<file path="src/rtl/netdelay_sched.sv">
// netdelay_sched: inverting net-delay scheduler with programmable rise/fall delays and inertial filtering.
// Rev 1.0
`default_nettype none

module netdelay_sched #(
  parameter int W        = 3,
  parameter int CNT_W    = 4,
  parameter int RISE_DEF = 2,
  parameter int FALL_DEF = 1
) (
  input  logic             clk,
  input  logic             rst_n,
  input  logic             x,
  input  logic             cfg_we,
  input  logic [CNT_W-1:0] cfg_rise,
  input  logic [CNT_W-1:0] cfg_fall,
  output logic [W-1:0]     y,
  output logic             busy,
  output logic             cancel_pulse,
  output logic [7:0]       glitch_cnt
);

  typedef enum logic [1:0] {
    IDLE      = 2'd0,
    WAIT_RISE = 2'd1,
    WAIT_FALL = 2'd2
  } state_t;

  localparam logic [CNT_W-1:0] ONE = CNT_W'(1);

  state_t           state;
  logic [CNT_W-1:0] cnt;
  logic [CNT_W-1:0] rise_q;
  logic [CNT_W-1:0] fall_q;
  logic             y_q;

  logic             tgt;
  logic [CNT_W-1:0] d_rise;
  logic [CNT_W-1:0] d_fall;

  assign tgt    = ~x;
  // A programmed delay of zero behaves as a single cycle.
  assign d_rise = (rise_q == '0) ? ONE : rise_q;
  assign d_fall = (fall_q == '0) ? ONE : fall_q;

  assign y    = {W{y_q}};
  assign busy = (state != IDLE);

  always_ff @(posedge clk or negedge rst_n) begin
    if (!rst_n) begin
      state        <= IDLE;
      cnt          <= '0;
      y_q          <= 1'b0;
      cancel_pulse <= 1'b0;
      glitch_cnt   <= 8'd0;
      rise_q       <= CNT_W'(RISE_DEF);
      fall_q       <= CNT_W'(FALL_DEF);
    end else begin
      cancel_pulse <= 1'b0;

      if (cfg_we) begin
        rise_q <= cfg_rise;
        fall_q <= cfg_fall;
      end

      case (state)
        IDLE: begin
          if (tgt != y_q) begin
            if (tgt) begin
              if (d_rise == ONE) begin
                y_q <= 1'b1;
              end else begin
                cnt   <= d_rise - ONE;
                state <= WAIT_RISE;
              end
            end else begin
              if (d_fall == ONE) begin
                y_q <= 1'b0;
              end else begin
                cnt   <= d_fall - ONE;
                state <= WAIT_FALL;
              end
            end
          end
        end

        WAIT_RISE, WAIT_FALL: begin
          // Reversion wins over the commit, even on the final count.
          if (tgt == y_q) begin
            state        <= IDLE;
            cancel_pulse <= 1'b1;
            if (glitch_cnt != 8'hFF) begin
              glitch_cnt <= glitch_cnt + 8'd1;
            end
          end else if (cnt == ONE) begin
            y_q   <= (state == WAIT_RISE);
            state <= IDLE;
          end else begin
            cnt <= cnt - ONE;
          end
        end

        default: begin
          state <= IDLE;
        end
      endcase
    end
  end

endmodule

`default_nettype wire

</file>
<file path="config.mk">
export PLATFORM = sky130hd
export DESIGN_NAME = netdelay_sched
export DESIGN_NICKNAME = d
export VERILOG_FILES = /design/src/rtl/netdelay_sched.sv
export SDC_FILE = /design/constraint.sdc
export NUM_CORES = 1
export LEC_CHECK = 0
export CAP_MARGIN = 20
export CORE_MARGIN = 2
export CORE_UTILIZATION = 45
export CTS_CLUSTER_SIZE = 16
export DETAILED_ROUTE_END_ITERATION = 10
export GPL_TIMING_DRIVEN = 0
export MAX_ROUTING_LAYER = met4
export PLACE_DENSITY = 0.83
export SLEW_MARGIN = 20
export SYNTH_ARGS = -nofsm -noshare
export SYNTH_HDL_FRONTEND = slang
export SYNTH_SLANG_ARGS = --single-unit
</file>
<file path="constraint.sdc">
create_clock -name clk -period 1.8 [get_ports clk]
set_input_delay 0.18 -clock clk [delete_from_list [all_inputs] [get_ports clk]]
set_output_delay 0.18 -clock clk [all_outputs]
set_load 0.02 [all_outputs]
</file>
# --- Word-level counts from Yosys, hierarchy flattened ---
# Index checks and enable logic that the tools add are counted.
word_totals:
  output_inout_bits: 13
  word_cells: 64
  regBits: 24
classes:
  n_mux: 25
  n_reduce_logical: 10
  bitwise: 1
  n_addsub: 4
  eq_ne: 17
op_table:
  columns: ["cell", "n"]
  rows:
  - ["two-way mux 4 bit", 8]
  - ["!= test 3 bit, second input constant", 5]
  - ["== test 4 x 1 -> 1 bit, second input constant", 3]
  - ["two-way mux 2 bit", 6]
  - ["AND reduction 6 bit", 2]
  - ["subtractor 4 x 1 -> 4 bit, second input constant", 3]
  - ["adder 8 x 1 -> 8 bit, second input constant", 1]
  - ["logical NOT 4 bit", 2]
  - ["two-way mux 1 bit", 8]
  - ["!= test 2 bit, second input constant", 4]
  - ["!= test 8 bit, second input constant", 1]
  - ["case mux 4 bit (2 select lines)", 1]
  - ["case mux 2 bit (2 select lines)", 1]
  - ["AND reduction 4 bit", 1]
  - ["nonzero test 2 bit", 2]
  - ["AND reduction 3 bit", 1]
  - ["== test 2 x 1 -> 1 bit, second input constant", 1]
  - ["== test 2 bit, second input constant", 1]
  - ["logical NOT 2 bit", 1]
  - ["case mux 1 bit (2 select lines)", 1]
  - ["OR reduction 2 bit", 1]
  - ["== test 1 bit", 1]
  - ["!= test 1 bit", 1]
  - ["NOT 1 bit", 1]

# --- Depth between registers and ports, before layout ---
# Gate-level depths: netlist (run 1).
logic_depth:
  depth_word: 7
  depth_mapped: 8
  ltp_nobuf: 8

# --- Least setup slack after synthesis (run 1) ---
# Ideal clock, no wire load.
synth_path:
  kind: "register -> register"
  start: "register rise_q[2]"
  end: "register y_q"
  setup_ps: 79
  synth_period_minus_slack_ps: 1891
  path_buffers: 0
  slack_ps: -91
  path_stages_with_launch: 8
  arrival_time_ps: 1811
  cell_sequence: "dfrtp_1 > nor3_1 > or2_2 > ha_1 > nor4b_4 > nor3_1 > a2111oi_2 > mux2i_1"
synth_via:
  elab_chain_len: 5
synth_rtl:
  columns: ["item", "line", "rtl"]
  rows:
  - ["start, declared", "33", "logic [CNT_W-1:0] rise_q;"]
  - ["start signal, assigned", "56", "rise_q <= CNT_W'(RISE_DEF);"]
  - ["start signal, assigned", "62", "rise_q <= cfg_rise;"]
  - ["logical NOT 4 bit", "43", "assign d_rise = (rise_q == '0) ? ONE : rise_q;"]
  - ["two-way mux 4 bit (*)", "43", null]
  - ["== test 4 x 1 -> 1 bit (*)", "70", "if (d_rise == ONE) begin"]
  - ["!= test 3 bit (no line) (*)", null, null]
  - ["AND reduction 6 bit (no line) (*)", null, null]
  - ["end signal, assigned", "96", "y_q <= (state == WAIT_RISE);"]
  - ["end, declared", "35", "logic y_q;"]
# Every way passes the cells marked *; elsewhere a longest branch is shown, timed or not.
# A chain may end at the register's enable or synchronous reset.

# --- Worst setup path after layout (run 1) ---
layout_path:
  start: "register rise_q[1]"
  end: "register state[1]"
layout_via:
  elab_chain_len: 5
layout_rtl:
  columns: ["item", "line", "rtl"]
  rows:
  - ["logical NOT 4 bit", "43", null]
  - ["two-way mux 4 bit (*)", "43", null]
  - ["== test 4 x 1 -> 1 bit (*)", "70", null]
  - ["!= test 3 bit (no line) (*)", null, null]
  - ["AND reduction 4 bit (no line) (*)", null, null]
  - ["end signal, assigned", "51", "state <= IDLE;"]
  - ["end signal, assigned", "74", "state <= WAIT_RISE;"]
  - ["end signal, assigned", "81", "state <= WAIT_FALL;"]
  - ["end, declared", "31", "state_t state;"]
# Marks and branches as above.

==> results of run 1 <==
where the power goes:
| part | leakage, nW | internal [W] | switching, W |
|---|---|---|---|
| logic | 0.598 | 0.000960 | 0.00105 |
| registers | 0.290 | 0.000712 | 0.000165 |
| clock network | 0.0210 | 0.000124 | 0.000181 |
worst reg2reg max path, delay by kind of cell (launching register included):
family                   cells  cell delay (ns)
flip-flops                   1             0.58
AND/OR/NAND/NOR              3             0.42
buffers and inverters        1             0.15
AO/OA/AOI/OAI                3             0.50
adder cells (fa/ha/maj)      1             0.15
through the flow:
stage | total power, W | hold slack, ns | utilization | setup slack, ns | TNS [ns]
floorplan | 0.00194 | -0.116 | - | -0.0557 | -0.0738
global placement | 0.00235 | 0.493 | 0.576 | -0.201 | -0.945
detailed placement | 0.00242 | 0.518 | 0.576 | -0.257 | -1.57
CTS | 0.00296 | 0.232 | 0.636 | -0.0970 | -0.259
global route | 0.00343 | 0.270 | 0.673 | -0.170 | -1.14
finish | 0.00320 | 0.226 | 0.673 | -0.0906 | -0.422
final timing paths:
| check | slack (ns) | endpoint | cells past startpoint | startpoint |
|---|---|---|---|---|
| max in group asynchronous | 1.06 | rise_q[3] | 2 | rst_n |
| min reg2reg | 0.54 | glitch_cnt[0] | 1 | glitch_cnt[0] |
| max | -0.09 | state[1] | 8 | rise_q[1] |
| min | 0.23 | rise_q[1] | 3 | cfg_we |
| max reg2reg | -0.09 | state[1] | 8 | rise_q[1] |
| min in group asynchronous | 0.35 | cnt[0] | 2 | rst_n |
final cells by class:
class	instances	area, um^2	share of cell area
clock buffers	4	36.3	0.0174
flip-flops and latches	24	606	0.290
well taps	44	55.1	0.0264
multi-input cells	104	937	0.449
plain buffers	8	53.8	0.0258
inverters	14	56.3	0.0270
repair buffers	39	344	0.165
flip-flops by register name (all words and copies together), names as in the netlist:
register      cells
glitch_cnt        8
cnt               4
fall_q            4
rise_q            4
state             2
cancel_pulse      1
y_q               1
logic make-up (layout without fill, tap and decap cells):
| group | Yosys count | in the layout | synth area share |
|---|---|---|---|
| buffers and inverters | 23 | 65 | 0.0733 |
| AND/OR/NAND/NOR | 49 | 49 | 0.187 |
| XOR/XNOR | 9 | 9 | 0.0525 |
| multiplexers | 12 | 12 | 0.0874 |
| flip-flops | 24 | 24 | 0.401 |
| adder cells (fa/ha/maj) | 9 | 9 | 0.0749 |
| AO/OA/AOI/OAI | 25 | 25 | 0.123 |
layer usage:
layer	wire length [um]	track usage
met5	0	-
met4	96	0.0942
met3	128	0.0207
met2	1860	0.340
met1	1560	0.275
cell usage after synthesis, types with 2 or more instances:
master	number
nand3_1	4
dfrtp_1	22
and3_1	5
a21oi_1	2
nor3_1	9
dfstp_2	2
a311oi_1	2
mux2i_1	3
nor2_1	8
o31ai_1	2
or2_2	2
nand2_1	10
inv_1	14
ha_1	9
mux2_2	9
buf_4	4
o22ai_1	2
xnor2_1	5
o21ai_0	4
nand4_1	3
clkbuf_1	3
xor2_1	4
cell usage in the layout, fill, tap and decap left out, types with 5 or more instances in the layout:
cell | synthesis | final
and3_1 | 5 | 5
xnor2_1 | 5 | 5
nor3_1 | 9 | 5
nor2_1 | 8 | 7
dfrtp_1 | 22 | 20
buf_4 | 4 | 20
mux2_2 | 9 | 9
nand2_1 | 10 | 9
ha_1 | 9 | 6
clkdlybuf4s50_1 | 0 | 20
inv_1 | 14 | 11
what timing repair did:
item | CTS | global route
hold endpoints to repair | 0 | 22
buffers inserted | 10 | 6
hold buffers | 0 | 1
resized for setup | 18 | 18
pin swaps | 7 | 12
setup endpoints to repair | 11 | 10
==> results.ini, run 1 <==
[sta]
setup_ws_ns=-0.0906
fmax_ghz=0.529
clock_skew_ns=0.0116
rsz0062_at_grt=yes
finalSetupViolations=7
worstMarginPinSlew_ns=0.540
maxSlewHeadroom=0.640
post-route-period-util=1.05
maxSlewViolCount=0
post-route-min-period_ns=1.89
hold_violations=0

[worst_setup_path]
cp_data_required_time_ns=2.02
crit_family=flip-flops
max_stage_delay_ns=0.58
crit_type=reg2reg
worst-path-buf-inv=1
crit_path_max_fanout=3
cp_slowest_cell=dfstp_2
crit_chain=nor3_2 > or2_4 > ha_4 > nor4b_4 > buf_4 > o31a_1 > a211oi_2 > o22ai_1
start_kind=flip-flop
worst_setup_path_end_kind=flip-flop
worst_ep_arrival_time_ns=2.11

[run]
maxCapViolCount=0

[routing]
drtPass1Iterations=4
drcViolationCount=0
drt_iter0_markers=26
wl_per_cell_um=15.4
ant_nets=0
routed_via_density=5.56
routed_wl_um=3650
dr_total_vias=1318

[synthesis]
synthCells=151
netlist_area_mm2=0.00150
yosysSeqAreaShare=0.401
ys.warnings.count=0
syn_area_per_cell_um2=9.95
synthArstFlopShare=1.00
post_synth_main_area_contributors=dfrtp_1 37%, ha_1 7.5%, mux2_2 6.7%
synth-seq-cells=24
synth_top_area_share=0.366
ys_types=45
yosysTopAreaCell=dfrtp_1
synth-edff-count=0
synth-main-ff-cell=dfrtp_1
synth.net_count=172

[power_and_ir_drop]
power_density_mw_per_mm2=1530
power.leakage_nw=0.910
ir_drop_mv=0.751

[global_routing]
antenna_found_initial=0
grt_max_degree=25
grt_overflow_total=0
grt_pass1_wl_um=5780
grt_pass1_vias=1263
grt_usage=0.213

[finish]
n_fill_cell=251
drive_above_1_share=0.358
syn_to_final_growth_pct=39.0
antenna_cells=0
final_cells=237
nets=215
postLayoutCellArea_mm2=0.00209

[place]
placed_cell_area_mm2=0.00179
gp_congestion=0.853
io_buffers=22
placedCellCount=217
place_hpwl_um=2300

[floorplanning]
core_area_mm2=0.00310
die_area_mm2=0.00382
initial_core_util=0.484
die_width_um=61.8
die_h_um=61.8
rows=20
num_io_pins=25

[clock_tree]
cts_tree=yes
cts.clk_slew.worst_paths_ns=0.14
cts.root.buffer_cell=clkbuf_4
cts.path.max_buffers=2
cts_buffers=3
clock_sinks=24
clk_latency_ns=0.33
htreeDepth=1

[outcome]
outcome=finished, violations left
violations=setup timing

[min_path]
hold_path.class=in2reg

No activity file was read; power rests on OpenSTA's default activity.
==> inputs of run 2 (changes only) <==
--- a/config.mk
+++ b/config.mk
@@ -5,14 +5,17 @@
 export SDC_FILE = /design/constraint.sdc
 export NUM_CORES = 1
 export LEC_CHECK = 0
-export CAP_MARGIN = 20
+export CAP_MARGIN = 10
+export CELL_PAD_IN_SITES_DETAIL_PLACEMENT = 1
+export CELL_PAD_IN_SITES_GLOBAL_PLACEMENT = 2
 export CORE_MARGIN = 2
-export CORE_UTILIZATION = 45
+export CORE_UTILIZATION = 30
+export CTS_CLUSTER_DIAMETER = 100
 export CTS_CLUSTER_SIZE = 16
 export DETAILED_ROUTE_END_ITERATION = 10
 export GPL_TIMING_DRIVEN = 0
 export MAX_ROUTING_LAYER = met4
-export PLACE_DENSITY = 0.83
+export PLACE_DENSITY = 0.86
 export SLEW_MARGIN = 20
 export SYNTH_ARGS = -nofsm -noshare
 export SYNTH_HDL_FRONTEND = slang
==> run 2 against run 1 <==
Against the previous run: the flow still finishes with violations (setup timing); critical endpoint unchanged; routed wire length up 5.6%; die area up 46%; flip-flop and latch count stayed put; total power up 4.4%; combinational power about the same; critical path depth is the same; register-to-register slack lost 0.06 ns; worst hold slack improved by 0.094 ns; largest cell class unchanged; clock-buffer cell count shrank 1; clock power up 55%; sequential share of layout area fell by 0.74 points; largest power group unchanged; critical path type unchanged.
==> results.ini, run 2 (synthesized netlist as in run 1, its figures left out) <==
[finish]
antenna_cells=0  ; unchanged
final_cell_mix=20 x dfrtp_1, 20 x clkdlybuf4s50_1, 19 x buf_4  ; was 20 x buf_4, 20 x dfrtp_1, 20 x clkdlybuf4s50_1
syn_to_final_growth_pct=42.6  ; was 39.0%
final_cells=259  ; was 237
largest_reg_flops=8  ; unchanged
top_register=glitch_cnt  ; unchanged
nets=214  ; was 215
drive_above_1_share=0.349  ; was 0.358
postLayoutCellArea_mm2=0.00214  ; was 0.00209 mm^2

[worst_setup_path]
crit_path_max_fanout=3  ; unchanged
worst_setup_path_end_kind=flip-flop  ; unchanged
crit_chain=nor3_4 > or2_4 > ha_4 > nor4b_4 > buf_4 > o31a_1 > a211oi_2 > o22ai_1  ; was nor3_2 > or2_4 > ha_4 > nor4b_4 > buf_4 > o31a_1 > a211oi_2 > o22ai_1
critPathLaunch=rise_q[1]  ; unchanged
r2r_start=rise_q[1]  ; unchanged
max_stage_delay_ns=0.57  ; was 0.58 ns
rrSetupSlack_ns=-0.15  ; was -0.09 ns
start_kind=flip-flop  ; unchanged
worst-path-stages=8  ; unchanged
cp_data_required_time_ns=1.95  ; was 2.02 ns
worst-path-buf-inv=1  ; unchanged
cp_slowest_cell=dfstp_2  ; unchanged
crit_family=flip-flops  ; unchanged
crit_type=reg2reg  ; unchanged
worstRegToRegCells=8  ; unchanged
r2r_end=state[1]  ; unchanged
worst_ep_arrival_time_ns=2.10  ; was 2.11 ns

[clock_tree]
cts.path.max_buffers=2  ; unchanged
cts_tree=yes  ; unchanged
htreeDepth=1  ; unchanged
clk_latency_ns=0.27  ; was 0.33 ns
cts.root.buffer_cell=clkbuf_8  ; was clkbuf_4
cts.clk_slew.worst_paths_ns=0.08  ; was 0.14 ns
clock_sinks=24  ; unchanged
cts_buffers=3  ; unchanged

[place]
placedCellCount=240  ; was 217
pre_cts_ws_ns=-0.253  ; was -0.257 ns
place_hpwl_um=2630  ; was 2300 um
placed_cell_area_mm2=0.00182  ; was 0.00179 mm^2
io_buffers=22  ; unchanged
gp_congestion=0.828  ; was 0.853

[routing]
drt_iter0_markers=11  ; was 26
dr_total_vias=1273  ; was 1318
drtPass1Iterations=4  ; unchanged
wl_per_cell_um=14.9  ; was 15.4 um
routed_wl_um=3860  ; was 3650 um
drcViolationCount=0  ; unchanged
routed_via_density=4.92  ; was 5.56
ant_nets=0  ; unchanged

[sta]
maxSlewHeadroom=0.618  ; was 0.640
whs_ns=0.320  ; was 0.226 ns
hold_violations=0  ; unchanged
rsz0062_at_grt=yes  ; unchanged
finalSetupViolations=7  ; unchanged
fmax_ghz=0.512  ; was 0.529 GHz
clock_skew_ns=0.00815  ; was 0.0116 ns
maxSlewViolCount=0  ; unchanged
post-route-min-period_ns=1.95  ; was 1.89 ns
worstMarginPinSlew_ns=0.572  ; was 0.540 ns
setup_ws_ns=-0.153  ; was -0.0906 ns
fin_tns_setup_ns=-0.708  ; was -0.422 ns
post-route-period-util=1.09  ; was 1.05

[min_path]
whs_endpoint=rise_q[1]  ; unchanged
min_path_cells=3  ; unchanged
hold_path.class=in2reg  ; unchanged
min_from=cfg_we  ; unchanged

[floorplanning]
die_h_um=74.8  ; was 61.8 um
rows=25  ; was 20
die_width_um=74.8  ; was 61.8 um
initial_core_util=0.314  ; was 0.484
die_area_mm2=0.00559  ; was 0.00382 mm^2
core_area_mm2=0.00479  ; was 0.00310 mm^2
num_io_pins=25  ; unchanged

[outcome]
outcome=finished, violations left  ; unchanged
violations=setup timing  ; unchanged

[power_and_ir_drop]
power_density_mw_per_mm2=1560  ; was 1530 mW/mm^2
ir_drop_mv=0.584  ; was 0.751 mV
power.leakage_nw=0.922  ; was 0.910 nW

[global_routing]
grt_pass1_wl_um=6400  ; was 5780 um
grt_usage=0.152  ; was 0.213
grt_overflow_total=0  ; unchanged
grt_pass1_vias=1365  ; was 1263
antenna_found_initial=0  ; unchanged
grt_max_degree=25  ; unchanged

[run]
maxCapViolCount=0  ; unchanged

==> run 2: worst max path at each step <==
stage | to | slack (ns)
CTS | state[1] | -0.12
floorplan | y_q | -0.06
detailed placement | cnt[0] | -0.25
finish | state[1] | -0.15
global placement | y_q | -0.23
global route | y_q | -0.21
==> run 2: worst min-delay path, stage by stage <==
cell and delay [ns]:
clkbuf_1 0.22, nand2_1 0.11, o21ai_0 0.07
==> run 2: area by class of cell <==
cell class	instances	area [um^2]
Tap cell	67	83.8
Fill cell	541	2640
Clock inverter	1	30.0
Timing Repair Buffer	38	337
Inverter	14	56.3
Clock buffer	3	41.3
Multi-Input combinational cell	104	936
Sequential cell	24	606
Buffer	8	53.8
==> run 2: repair_timing <==
action,in CTS,in global routing
resized for setup,26,8
endpoints found under the hold margin,0,22
hold buffers,0,1
buffers inserted,13,2
setup endpoints to repair,11,10
pin swaps,9,9
==> run 2: stage by stage <==
stage,utilization,power (W)
after global routing,0.448,0.00357
after CTS,0.436,0.00326
after detailed placement,0.380,0.00246
final,0.448,0.00334
after global placement,0.380,0.00238
after floorplan,-,0.00194
==> run 2: metal layers <==
metal  wire (um)  track usage  vias up
li1            -            -      612
met1        1740        0.186      642
met2        1990        0.255       15
met3          82       0.0228        4
met4          38       0.0575        0
met5           0            -        -
==> run 2: power breakdown <==
group / internal, W / switching [W] / total, W / leakage [nW]
Combinational: 0.000949 / 0.00103 / 0.00198 / 0.596
Sequential: 0.000714 / 0.000171 / 0.000885 / 0.290
Clock: 0.000297 / 0.000177 / 0.000474 / 0.0357
